## config.mk

```make
export PLATFORM = sky130hd
export DESIGN_NAME = power_level_select
export DESIGN_NICKNAME = d
export VERILOG_FILES = /design/src/rtl/power_level_select.sv
export SDC_FILE = /design/constraint.sdc
export NUM_CORES = 1
export LEC_CHECK = 0
export CORE_UTILIZATION = 49
export DETAILED_ROUTE_END_ITERATION = 8
export DONT_BUFFER_PORTS = 1
export GPL_TIMING_DRIVEN = 0
export PLACE_DENSITY = 0.72
export SLEW_MARGIN = 15
export SYNTH_ARGS = -nofsm -noshare
export SYNTH_HDL_FRONTEND = slang
export SYNTH_SLANG_ARGS = --single-unit
export TNS_END_PERCENT = 5
```

## constraint.sdc

```tcl
create_clock -name clk -period 1.6 [get_ports clk]
set_input_delay 0.4 -clock clk [delete_from_list [all_inputs] [get_ports clk]]
set_output_delay 0.4 -clock clk [all_outputs]
set_load 0.005 [all_outputs]
```

## src/rtl/power_level_select.sv

```systemverilog
// -----------------------------------------------------------------------------
// power_level_select
//
// Holds the cooking power level (0..NUM_LEVELS-1) and steps it with the up and
// down buttons. A fresh press steps once on the edge it is seen. Holding a
// single button then gives a first repeat step HOLD_CYCLES edges after the
// press, followed by further steps every REPEAT_CYCLES edges. Stepping is
// allowed only while the oven is idle and no cook start is requested. The
// level either wraps around at the ends or saturates there, selected by WRAP.
//
// Ports:
//   clk          in   system clock
//   rst          in   asynchronous active-low reset
//   idle         in   oven idle; the level may change only while high
//   start        in   cook start; blocks stepping while high
//   btn_up       in   up button (debounced, synchronous to clk)
//   btn_dwn      in   down button (debounced, synchronous to clk)
//   level        out  current level index (registered)
//   level_onehot out  1 << level
//   mode         out  level + 1, so that code 0 is never valid
//   changed      out  one-cycle pulse after each edge that changes the level
// -----------------------------------------------------------------------------
module power_level_select #(
    parameter int NUM_LEVELS    = 3,
    parameter int DEFAULT_LEVEL = 1,
    parameter int WRAP          = 1,
    parameter int HOLD_CYCLES   = 50000000,
    parameter int REPEAT_CYCLES = 12500000,
    localparam int LW = (NUM_LEVELS > 2) ? $clog2(NUM_LEVELS) : 1
) (
    input  logic                  clk,
    input  logic                  rst,
    input  logic                  idle,
    input  logic                  start,
    input  logic                  btn_up,
    input  logic                  btn_dwn,
    output logic [LW-1:0]         level,
    output logic [NUM_LEVELS-1:0] level_onehot,
    output logic [LW:0]           mode,
    output logic                  changed
);

    // The counter must hold HOLD_CYCLES-1 and REPEAT_CYCLES-1.
    localparam int CNT_MAX   = (HOLD_CYCLES > REPEAT_CYCLES)
                             ? ((HOLD_CYCLES > 2) ? HOLD_CYCLES : 2)
                             : ((REPEAT_CYCLES > 2) ? REPEAT_CYCLES : 2);
    localparam int CW        = $clog2(CNT_MAX);
    localparam int HOLD_LAST = (HOLD_CYCLES > 0) ? HOLD_CYCLES - 1 : 0;
    localparam int REP_LAST  = (REPEAT_CYCLES > 0) ? REPEAT_CYCLES - 1 : 0;

    localparam logic [LW-1:0] TOP_LEVEL = LW'(NUM_LEVELS - 1);
    localparam logic [LW-1:0] DEF_LEVEL = LW'(DEFAULT_LEVEL);

    localparam logic [1:0] IDLE_WAIT = 2'd0;
    localparam logic [1:0] HOLD      = 2'd1;
    localparam logic [1:0] REPEAT    = 2'd2;

    logic [LW-1:0] level_q,  level_d;
    logic          changed_q;
    logic          up_q,     dn_q;
    logic          up_arm_q, dn_arm_q;
    logic          dir_up_q, dir_up_d;
    logic [1:0]    phase_q,  phase_d;
    logic [CW-1:0] cnt_q,    cnt_d;

    logic en;
    logic up_only, dn_only;
    logic press_up, press_dn;
    logic hold_ok;
    logic do_step, step_up;

    // NOTE: every signal driven here gets a default at the top of the block,
    // so no path can leave it unassigned and infer a latch.
    always_comb begin
        en       = idle & ~start;
        up_only  = btn_up & ~btn_dwn;
        dn_only  = btn_dwn & ~btn_up;

        // A press needs a rising edge on exactly one button. The arm flag
        // blocks a button that was already high when reset was released
        // until it has been seen low once.
        press_up = en & up_only & ~up_q & up_arm_q;
        press_dn = en & dn_only & ~dn_q & dn_arm_q;

        // Continue the hold/repeat timing only while the same single button
        // that started it stays down and stepping is enabled.
        hold_ok  = en & (dir_up_q ? up_only : dn_only);

        phase_d  = IDLE_WAIT;
        cnt_d    = '0;
        dir_up_d = dir_up_q;
        do_step  = 1'b0;
        step_up  = dir_up_q;

        if (press_up || press_dn) begin
            do_step  = 1'b1;
            step_up  = press_up;
            dir_up_d = press_up;
            phase_d  = (HOLD_CYCLES > 0) ? HOLD : IDLE_WAIT;
        end else if (hold_ok && phase_q == HOLD) begin
            if (cnt_q == CW'(HOLD_LAST)) begin
                do_step = 1'b1;
                phase_d = REPEAT;
            end else begin
                phase_d = HOLD;
                cnt_d   = cnt_q + CW'(1);
            end
        end else if (hold_ok && phase_q == REPEAT) begin
            phase_d = REPEAT;
            if (cnt_q == CW'(REP_LAST)) begin
                do_step = 1'b1;
            end else begin
                cnt_d = cnt_q + CW'(1);
            end
        end

        // Step arithmetic only ever produces codes 0..TOP_LEVEL, so unused
        // codes of a non-power-of-2 level count are never reached. With
        // saturation the level simply stays put at the end.
        level_d = level_q;
        if (do_step) begin
            if (step_up) begin
                if (level_q == TOP_LEVEL) begin
                    level_d = (WRAP != 0) ? '0 : level_q;
                end else begin
                    level_d = level_q + LW'(1);
                end
            end else begin
                if (level_q == '0) begin
                    level_d = (WRAP != 0) ? TOP_LEVEL : level_q;
                end else begin
                    level_d = level_q - LW'(1);
                end
            end
        end
    end

    // NOTE: state registers use non-blocking assignments so every register
    // samples the pre-edge values of the others, independent of block order.
    always_ff @(posedge clk or negedge rst) begin
        if (!rst) begin
            level_q   <= DEF_LEVEL;
            changed_q <= 1'b0;
            up_q      <= 1'b0;
            dn_q      <= 1'b0;
            up_arm_q  <= 1'b0;
            dn_arm_q  <= 1'b0;
            dir_up_q  <= 1'b1;
            phase_q   <= IDLE_WAIT;
            cnt_q     <= '0;
        end else begin
            level_q   <= level_d;
            changed_q <= (level_d != level_q);
            // Button history follows the pins regardless of enable, so a
            // button held through a cook cycle never looks like a new press.
            up_q      <= btn_up;
            dn_q      <= btn_dwn;
            up_arm_q  <= up_arm_q | ~btn_up;
            dn_arm_q  <= dn_arm_q | ~btn_dwn;
            dir_up_q  <= dir_up_d;
            phase_q   <= phase_d;
            cnt_q     <= cnt_d;
        end
    end

    always_comb begin
        level_onehot = '0;
        for (int i = 0; i < NUM_LEVELS; i++) begin
            level_onehot[i] = (level_q == LW'(i));
        end
    end

    assign level   = level_q;
    assign mode    = {1'b0, level_q} + (LW + 1)'(1);
    assign changed = changed_q;

endmodule

```

## After elaboration in Yosys (flattened, before gate mapping)

Index checks and enable logic that the tools add are counted.

| word-level totals | value |
|---|---|
| register bits | 36 |
| latch bits | 0 |
| bits in writable memories | 0 |
| bits in read-only memories | 0 |
| logic and storage cells | 61 |
| memories kept | 0 |

| operators by class | value |
|---|---|
| add/subtract/negate cells | 4 |
| $mul | 0 |
| div/mod/pow operators | 0 |
| magnitude comparators | 0 |
| equal/unequal tests | 7 |
| shift-type cells | 0 |
| mux-type cells | 20 |
| bitwise operators | 17 |
| reduce and logical (&&, ||, !) cells | 4 |

Operators with widths:

| operator | count |
|---|---|
| $mux 26 | 5 |
| $add 26x1->26 const B | 1 |
| $eq 26x24->1 const B | 1 |
| $eq 26x26->1 const B | 1 |
| $mux 2 | 8 |
| $and 1x1->1 | 10 |
| $mux 1 | 7 |
| $not 1->1 | 5 |
| $eq 2x1->1 const B | 2 |
| $eq 2x2->1 const B | 2 |
| $add 2x1->3 const B | 1 |
| $add 2x1->2 const B | 1 |
| $logic_and 1x1->1 | 2 |
| $logic_not 2->1 | 1 |
| $ne 2x2->1 | 1 |
| $or 1x1->1 | 2 |
| $sub 2x1->2 const B | 1 |
| $logic_or 1x1->1 | 1 |

## Logic depth before layout (Yosys ltp)

Gate-level depths: netlist of run 1.

| depth | value |
|---|---|
| word-level depth | 10 |
| gate-level depth with buffers | 7 |
| depth with buffers taken out | 7 |

## Worst setup path before layout of run 1

No wires, ideal clock.

| timing path | value |
|---|---|
| path type | flip-flop to flip-flop |
| from | register cnt_q[0] |
| to | register cnt_q[17] |
| arrival | 1.641 ns |
| slack | -0.112 ns |
| stages on the path, launching flop included | 8 |
| clock period less this slack | 1.712 ns |
| cells stage by stage | dfrtp_1 > ha_1 > and4_1 > nand3_1 > o21ai_1 > a211o_2 > buf_6 > nor2_1 |

| between the ends | value |
|---|---|
| word-level cells in the longest chain between the ends | 5 |
| elaborated cells between the ends (all ways) | 8 |
| classes of those cells | 1 x add/sub; 2 x eq/ne; 5 x mux |

Ends and longest elaborated chain:

| element | RTL line | source |
|---|---|---|
| from (decl) | 64 | `logic [CW-1:0] cnt_q, cnt_d;` |
| from (signal assigned) | 162 | `cnt_q <= cnt_d;` |
| $add 26x1->26 or $eq 26x24->1 (tied branches) | 106, 113, 110 |  |
| $mux 26 | 110 | `if (cnt_q == CW'(REP_LAST)) begin` |
| $mux 26 | 108 | `end else if (hold_ok && phase_q == REPEAT) begin` |
| $mux 26 (*) | 100 | `end else if (hold_ok && phase_q == HOLD) begin` |
| $mux 26 (*) | 95 | `if (press_up \|\| press_dn) begin` |
| net cnt_d[17] | 64 |  |

The timed path passes the listed nets; every way through them passes the cells marked *.

## Worst setup path in the final report of run 1

| timing path | value |
|---|---|
| from | register cnt_q[0] |
| to | register cnt_q[5] |

The elaborated chain is that of the path after synthesis.

==> flow_metrics.tcl, run 1 <==
set metrics [dict create \
    p_per_area_nw_per_um2 1070 \
    slew_violations 0 \
    reg2reg_from "cnt_q[0]" \
    die_y_um 65.5 \
    ys_seq_area_share_pct 45.7 \
    clkLatencyLatePin_ps 290 \
    power_uw 2620 \
    fillerInstances 278 \
    instances_no_fill 261 \
    avgSynthCellArea_um2 10.5 \
    ys_ff_latch 36 \
    drcViolationCount 0 \
    rsz0062_at_grt "yes" \
    grt-ovfl-total 0 \
    floorplan.initialDensity_pct 52.4 \
    crit_buf_inv 1 \
    switchingPower_uw 651 \
    pre_cts_ws_ps -256 \
    core_area_um2 3770 \
    fin_ws_ps -193 \
    cts.sinks 36 \
    cts_tree "built" \
    final_nets 223 \
    tightest_slew_ps 454 \
    die-area_um2 4290 \
    period_share_pct 112 \
    htreeDepth 2 \
    hp-start "btn_up" \
    root_buffer "clkbuf_8" \
    violations "setup timing" \
    fin_crit_ps 1790 \
    hold_path_class "primary input to register" \
    first_pass_iters 4 \
    async_flop_share_pct 100 \
    cp-start-kind "register" \
    critPathKind "register to register" \
    vias_per_cell 5.85 \
    hold_viol_final 0 \
    cts_made_buffers 5 \
    peakVddDrop_uv 709 \
    synth_edf_count 0 \
    core.rowCount 22 \
    pwr-share-comb_pct 18.2 \
    track_usage_pct 23.7 \
    seqPwrFrac_pct 39.4 \
    wl_um 4480 \
    grt_max_degree 37 \
    power_switching_share_pct 24.8 \
    status "complete, but fails checks" \
    setup_viol 30 \
    multiInputGateArea_um2 1140 \
    leakagePower_uw 0.00103 \
    r2r_cells 7 \
    p_clk_share_pct 42.3 \
    required_ps 1810 \
    path_clk_slew_ps 70 \
    critical-path-top-delay-family "compound AO/OA/AOI/OAI gates" \
    grt_pass1_vias 1657 \
    r2r_slack_ps -190 \
    relSlewSlack_pct 68.9 \
    drive_above_1_share_pct 32.4 \
    hold_path_depth 0 \
    maxCapViolations 0 \
    cp_slowest_cell "a211o_4" \
    drt_iter0_drc 139 \
    syn-num-nets 200 \
    final_util_pct 65.0 \
    dp_cells 237 \
    max_freq_ghz 0.558 \
    cp.arrival_ps 2010 \
    crit_start "cnt_q[0]" \
    crit_path_cell_trace "ha_2 > and4_4 > nand4_1 > o21ai_2 > a211o_4 > buf_6 > nor2_1" \
    wl_per_cell_um 17.2 \
    ant_nets 0 \
    finClkSkew_ps 10.7 \
    synth_cells 189 \
    synth_ff_type "dfrtp_1" \
    crit_path_end_kind "register" \
    worst-path-stages 7 \
    ys_types 47 \
    grt_antenna_before_repair 0 \
    port_buffers 0 \
    die_x_um 65.5 \
    critPathMaxFanout 10 \
    netlist_area_um2 1980 \
    ys.warnings.count 0 \
    hpwl_um 2930 \
    antennaDiodeCount 0 \
    p_int_uw 1970 \
    vias 1527 \
    pin_count 15 \
    register_area_um2 908 \
    clockBufferDepth 2 \
    areaGrowthSynthToFinish_pct 23.9 \
    timing.critical_path.slowest_cell_delay_ps 400 \
    gp_congestion 0.849 \
    grt_pass1_wl_um 7520 \
]
## layout make-up
class / count / share of cell area [%]
multi-input cells: 146 / 46.5
flip-flops and latches: 36 / 37.1
repair buffers: 16 / 5.67
clock inverters: 3 / 3.68
clock buffers: 5 / 2.81
well taps: 48 / 2.45
plain buffers: 3 / 1.12
inverters: 4 / 0.715
## worst register-to-register path, delay by kind of cell, from the launching register on
family                     cells  cell delay [ps]
DFF                            1              390
AOI/OAI and AO/OA              2              490
adders and majority gates      1              220
buffers and inverters          1              160
and+or+nand+nor                3              470
## worst paths after layout
check,endpoint
max,cnt_q[5]
min,up_q
max reg2reg,cnt_q[5]
min reg2reg,dn_arm_q
max in group asynchronous,dir_up_q
min in group asynchronous,level[1]
## registers in the layout, indices dropped and copies added (netlist names)
signal	cells
changed	1
cnt_q	26
dir_up_q	1
dn_arm_q	1
dn_q	1
level	2
phase_q	2
up_arm_q	1
up_q	1
## power groups by stage
| stage | registers (uW) | clock network, uW | logic, uW |
|---|---|---|---|
| final | 1030 | 1110 | 478 |
| after global routing | 1040 | 1160 | 526 |
| after CTS | 1020 | 1120 | 465 |
| after detailed placement | 1040 | 0 | 380 |
| after global placement | 1030 | 0 | 338 |
| after floorplan | 1020 | 0 | 303 |
## metal layers
layer	track usage (%)	share of wire, %	vias up
li1	-	-	714
met1	27.9	40	736
met2	40.6	52	66
met3	4.69	5.4	11
met4	12.5	2.4	0
met5	0	0	-
## stage by stage
step / cell area, um^2 / hold WS, ps / TNS (ps)
floorplan: 1990 / 104 / -1140
global placement: 2050 / 105 / -3780
detailed placement: 2050 / 106 / -5580
CTS: 2410 / 128 / -3180
global route: 2450 / 122 / -6080
finish: 2450 / 131 / -4260
## logic make-up after synthesis
group | count (synthesis) | share of synthesized area (%)
fa+ha+maj | 5 | 3.16
xor+xnor | 25 | 11.1
compound gates | 17 | 6.01
flops | 36 | 45.7
simple gates | 97 | 30.6
mux | 2 | 1.27
buf+inv | 7 | 2.15
## cell usage after synthesis (2+ instances only)
| master | count | area [um^2] |
|---|---|---|
| o21ai_2 | 2 | 17.5 |
| and3_1 | 7 | 43.8 |
| and3b_1 | 2 | 17.5 |
| xor2_1 | 16 | 140 |
| nand2_1 | 9 | 33.8 |
| xnor2_1 | 9 | 78.8 |
| nand4_1 | 10 | 62.6 |
| and4bb_2 | 2 | 25.0 |
| buf_6 | 2 | 22.5 |
| a21oi_1 | 4 | 20.0 |
| nand2b_1 | 3 | 18.8 |
| and4_1 | 4 | 35.0 |
| dfrtp_1 | 34 | 851 |
| nor3_1 | 5 | 25.0 |
| nor2_1 | 28 | 105 |
| dfstp_2 | 2 | 52.6 |
| nor2b_1 | 3 | 18.8 |
| ha_1 | 5 | 62.6 |
| inv_1 | 4 | 15.0 |
| nand3_1 | 10 | 50.1 |
| o21ai_1 | 2 | 10.0 |
## cells in the final DEF, fill, tap and decap left out, types with 2 or more instances in the layout
cell type and instances:
dfrtp_1 30, nor2_1 18, xor2_1 16, buf_4 13
nor2_2 11, nand4_1 10, nand2_1 9, nand3_1 9
xnor2_1 9, and3_1 7, clkbuf_8 5, o21ai_2 4
a21oi_1 4, dfrtp_2 4, nor2b_1 3, and4_1 3
nor3_1 3, nand2b_1 3, nor3_2 3, buf_6 3
bufinv_16 3, and3b_1 2, and4bb_2 2, inv_1 2
ha_2 2, ha_4 2, dfstp_2 2
## what timing repair did
item | CTS | global route
hold buffers | 2 | 0
resized for setup | 24 | 8
endpoints found under the setup margin | 33 | 34
buffers inserted | 12 | 1
cloned | 1 | 0
endpoints found under the hold margin | 36 | 0
pin swaps | 11 | 10
(Power assumes the default switching activity.)
==> inputs of run 2 (changes only) <==
Settings changed: TNS_END_PERCENT 5 to 10.
==> run 2 against run 1 <==
Effect of this change:
- the flow still finishes with violations (setup timing)
- first-iteration DRC count is 28% lower
- utilization is 1.1 points higher
- via count stayed put
- setup slack better by 2.3 ps
- critical path depth stayed put
- flip-flop and latch count stayed put
- clock power hardly changed
- register-to-register slack hardly changed
- non-clock buffer count is 3 higher
- hold slack worse by 3.1 ps
- largest power group unchanged
- highest routed layer unchanged
==> flow_metrics.tcl, run 2 (synthesis gave the netlist of run 1 again) <==
set metrics [dict create \
    status "complete, but fails checks" \
    violations "setup timing" \
    fin_ws_ps -191 \
    drcViolationCount 0 \
    fin_setup_tns_ps -4150 \
    areaGrowthSynthToFinish_pct 26.1 \
    track_usage_pct 23.6 \
    use_met2_pct 40.1 \
    die_x_um 65.5 \
    drive_above_1_share_pct 33.3 \
    cp-start-kind "register" \
    largest_reg_flops 26 \
    vias 1527 \
    grt_pass1_vias 1645 \
    leakagePower_uw 0.00105 \
    seqPwrFrac_pct 39.3 \
    pin_count 15 \
    peakVddDrop_uv 709 \
    vias_per_cell 5.78 \
    relSlewSlack_pct 69.9 \
    setup_viol 31 \
    power_uw 2630 \
    htreeDepth 2 \
    wl_um 4520 \
    floorplan.initialDensity_pct 52.4 \
    drt_iter0_drc 100 \
    switchingPower_uw 654 \
    core_area_um2 3770 \
    gp_congestion 0.849 \
    grt_antenna_before_repair 0 \
    path_clk_slew_ps 70 \
    die-area_um2 4290 \
    die_y_um 65.5 \
    final_common_cell "dfrtp_1" \
    root_buffer "clkbuf_8" \
    max_freq_ghz 0.558 \
    port_buffers 0 \
    hold_path_class "primary input to register" \
    cp.arrival_ps 2010 \
    power_switching_share_pct 24.9 \
    p_clk_share_pct 42.4 \
    p_per_area_nw_per_um2 1050 \
    first_pass_iters 4 \
    grt_util_met3_pct 3.82 \
    required_ps 1820 \
    p_int_uw 1970 \
    clockBufferDepth 2 \
    ant_nets 0 \
    cts.sinks 36 \
    tightest_slew_ps 447 \
    fin_crit_ps 1790 \
    wl_per_cell_um 17.1 \
    dp_cells 237 \
    slew_violations 0 \
    layout_common_cells "dfrtp_1, nor2_1, xor2_1, buf_4, nand4_1" \
    critPathMaxFanout 7 \
    grt-ovfl-total 0 \
    hold_viol_final 0 \
    maxCapViolations 0 \
    cts_tree "built" \
    hpwl_um 2930 \
    cts_made_buffers 5 \
    top_usage_layer "met2" \
    antennaDiodeCount 0 \
    regMostFlops "cnt_q" \
    pwr-share-comb_pct 18.3 \
    use_met1_pct 29.4 \
    finClkSkew_ps 9.04 \
    grt_pass1_wl_um 7510 \
    core.rowCount 22 \
    rsz0062_at_grt "yes" \
    clkLatencyLatePin_ps 300 \
    period_share_pct 112 \
    final_nets 226 \
    grt_max_degree 37 \
    crit_path_end_kind "register" \
    instances_no_fill 264 \
    holdWs_ps 128 \
    critPathKind "register to register" \
]
run 2: cell types whose count changed in the layout (fill, tap and decap cells not counted), sizes merged:
| cell | previous run | this run |
|---|---|---|
| buf | 18 | 21 |
run 2: metrics by stage:
stage	setup WS (ps)	util, %	instance area, um^2
floorplan	-53.3	-	1990
global placement	-190	54.3	2050
detailed placement	-256	54.3	2050
CTS	-140	64.7	2440
global route	-260	66.1	2490
finish	-191	66.1	2490
run 2: power by group through the flow:
stage               registers, uW  clock network, uW  logic [uW]
floorplan                    1020                  0         303
global placement             1030                  0         338
detailed placement           1040                  0         380
CTS                          1020               1120         465
global route                 1040               1160         528
finish                       1030               1110         481
run 2: cell type report:
type,instances,area (um^2)
Multi-Input combinational cell,146,1160
Clock buffer,5,68.8
Clock inverter,3,90.1
Fill cell,273,1280
Tap cell,48,60.1
Buffer,3,27.5
Inverter,4,17.5
Sequential cell,36,910
Timing Repair Buffer,19,161
run 2: path summary, 6_finish.rpt:
kind | slack (ps) | depth (start not counted) | endpoint | start
max | -190 | 7 | cnt_q[3] | cnt_q[0]
min | 130 | 0 | up_q | btn_up
max reg2reg | -190 | 7 | cnt_q[3] | cnt_q[0]
min reg2reg | 490 | 1 | dn_arm_q | dn_arm_q
max in group asynchronous | 800 | 2 | dir_up_q | rst
min in group asynchronous | 550 | 2 | changed | rst
run 2: per-layer routing:
layer / vias to the layer above / part of all wire (%)
met5: - / 0
met4: 0 / 1.7
met3: 7 / 4.1
met2: 39 / 52
met1: 755 / 42
li1: 726 / -
run 2: critical path, stage by stage, from the launching register on:
cell and delay, ps:
dfrtp_1 410, ha_4 190, and4_4 190, nand4_1 170, o21ai_2 100, a211o_4 400
buf_4 160, nor2_2 100
run 2: timing repair:
item,CTS,global route
buffers inserted,14,2
pin swaps,13,9
gates resized for setup,26,9
endpoints found under the setup margin,33,33
gates cloned,1,0
hold buffers,2,0
hold endpoints to repair,36,0
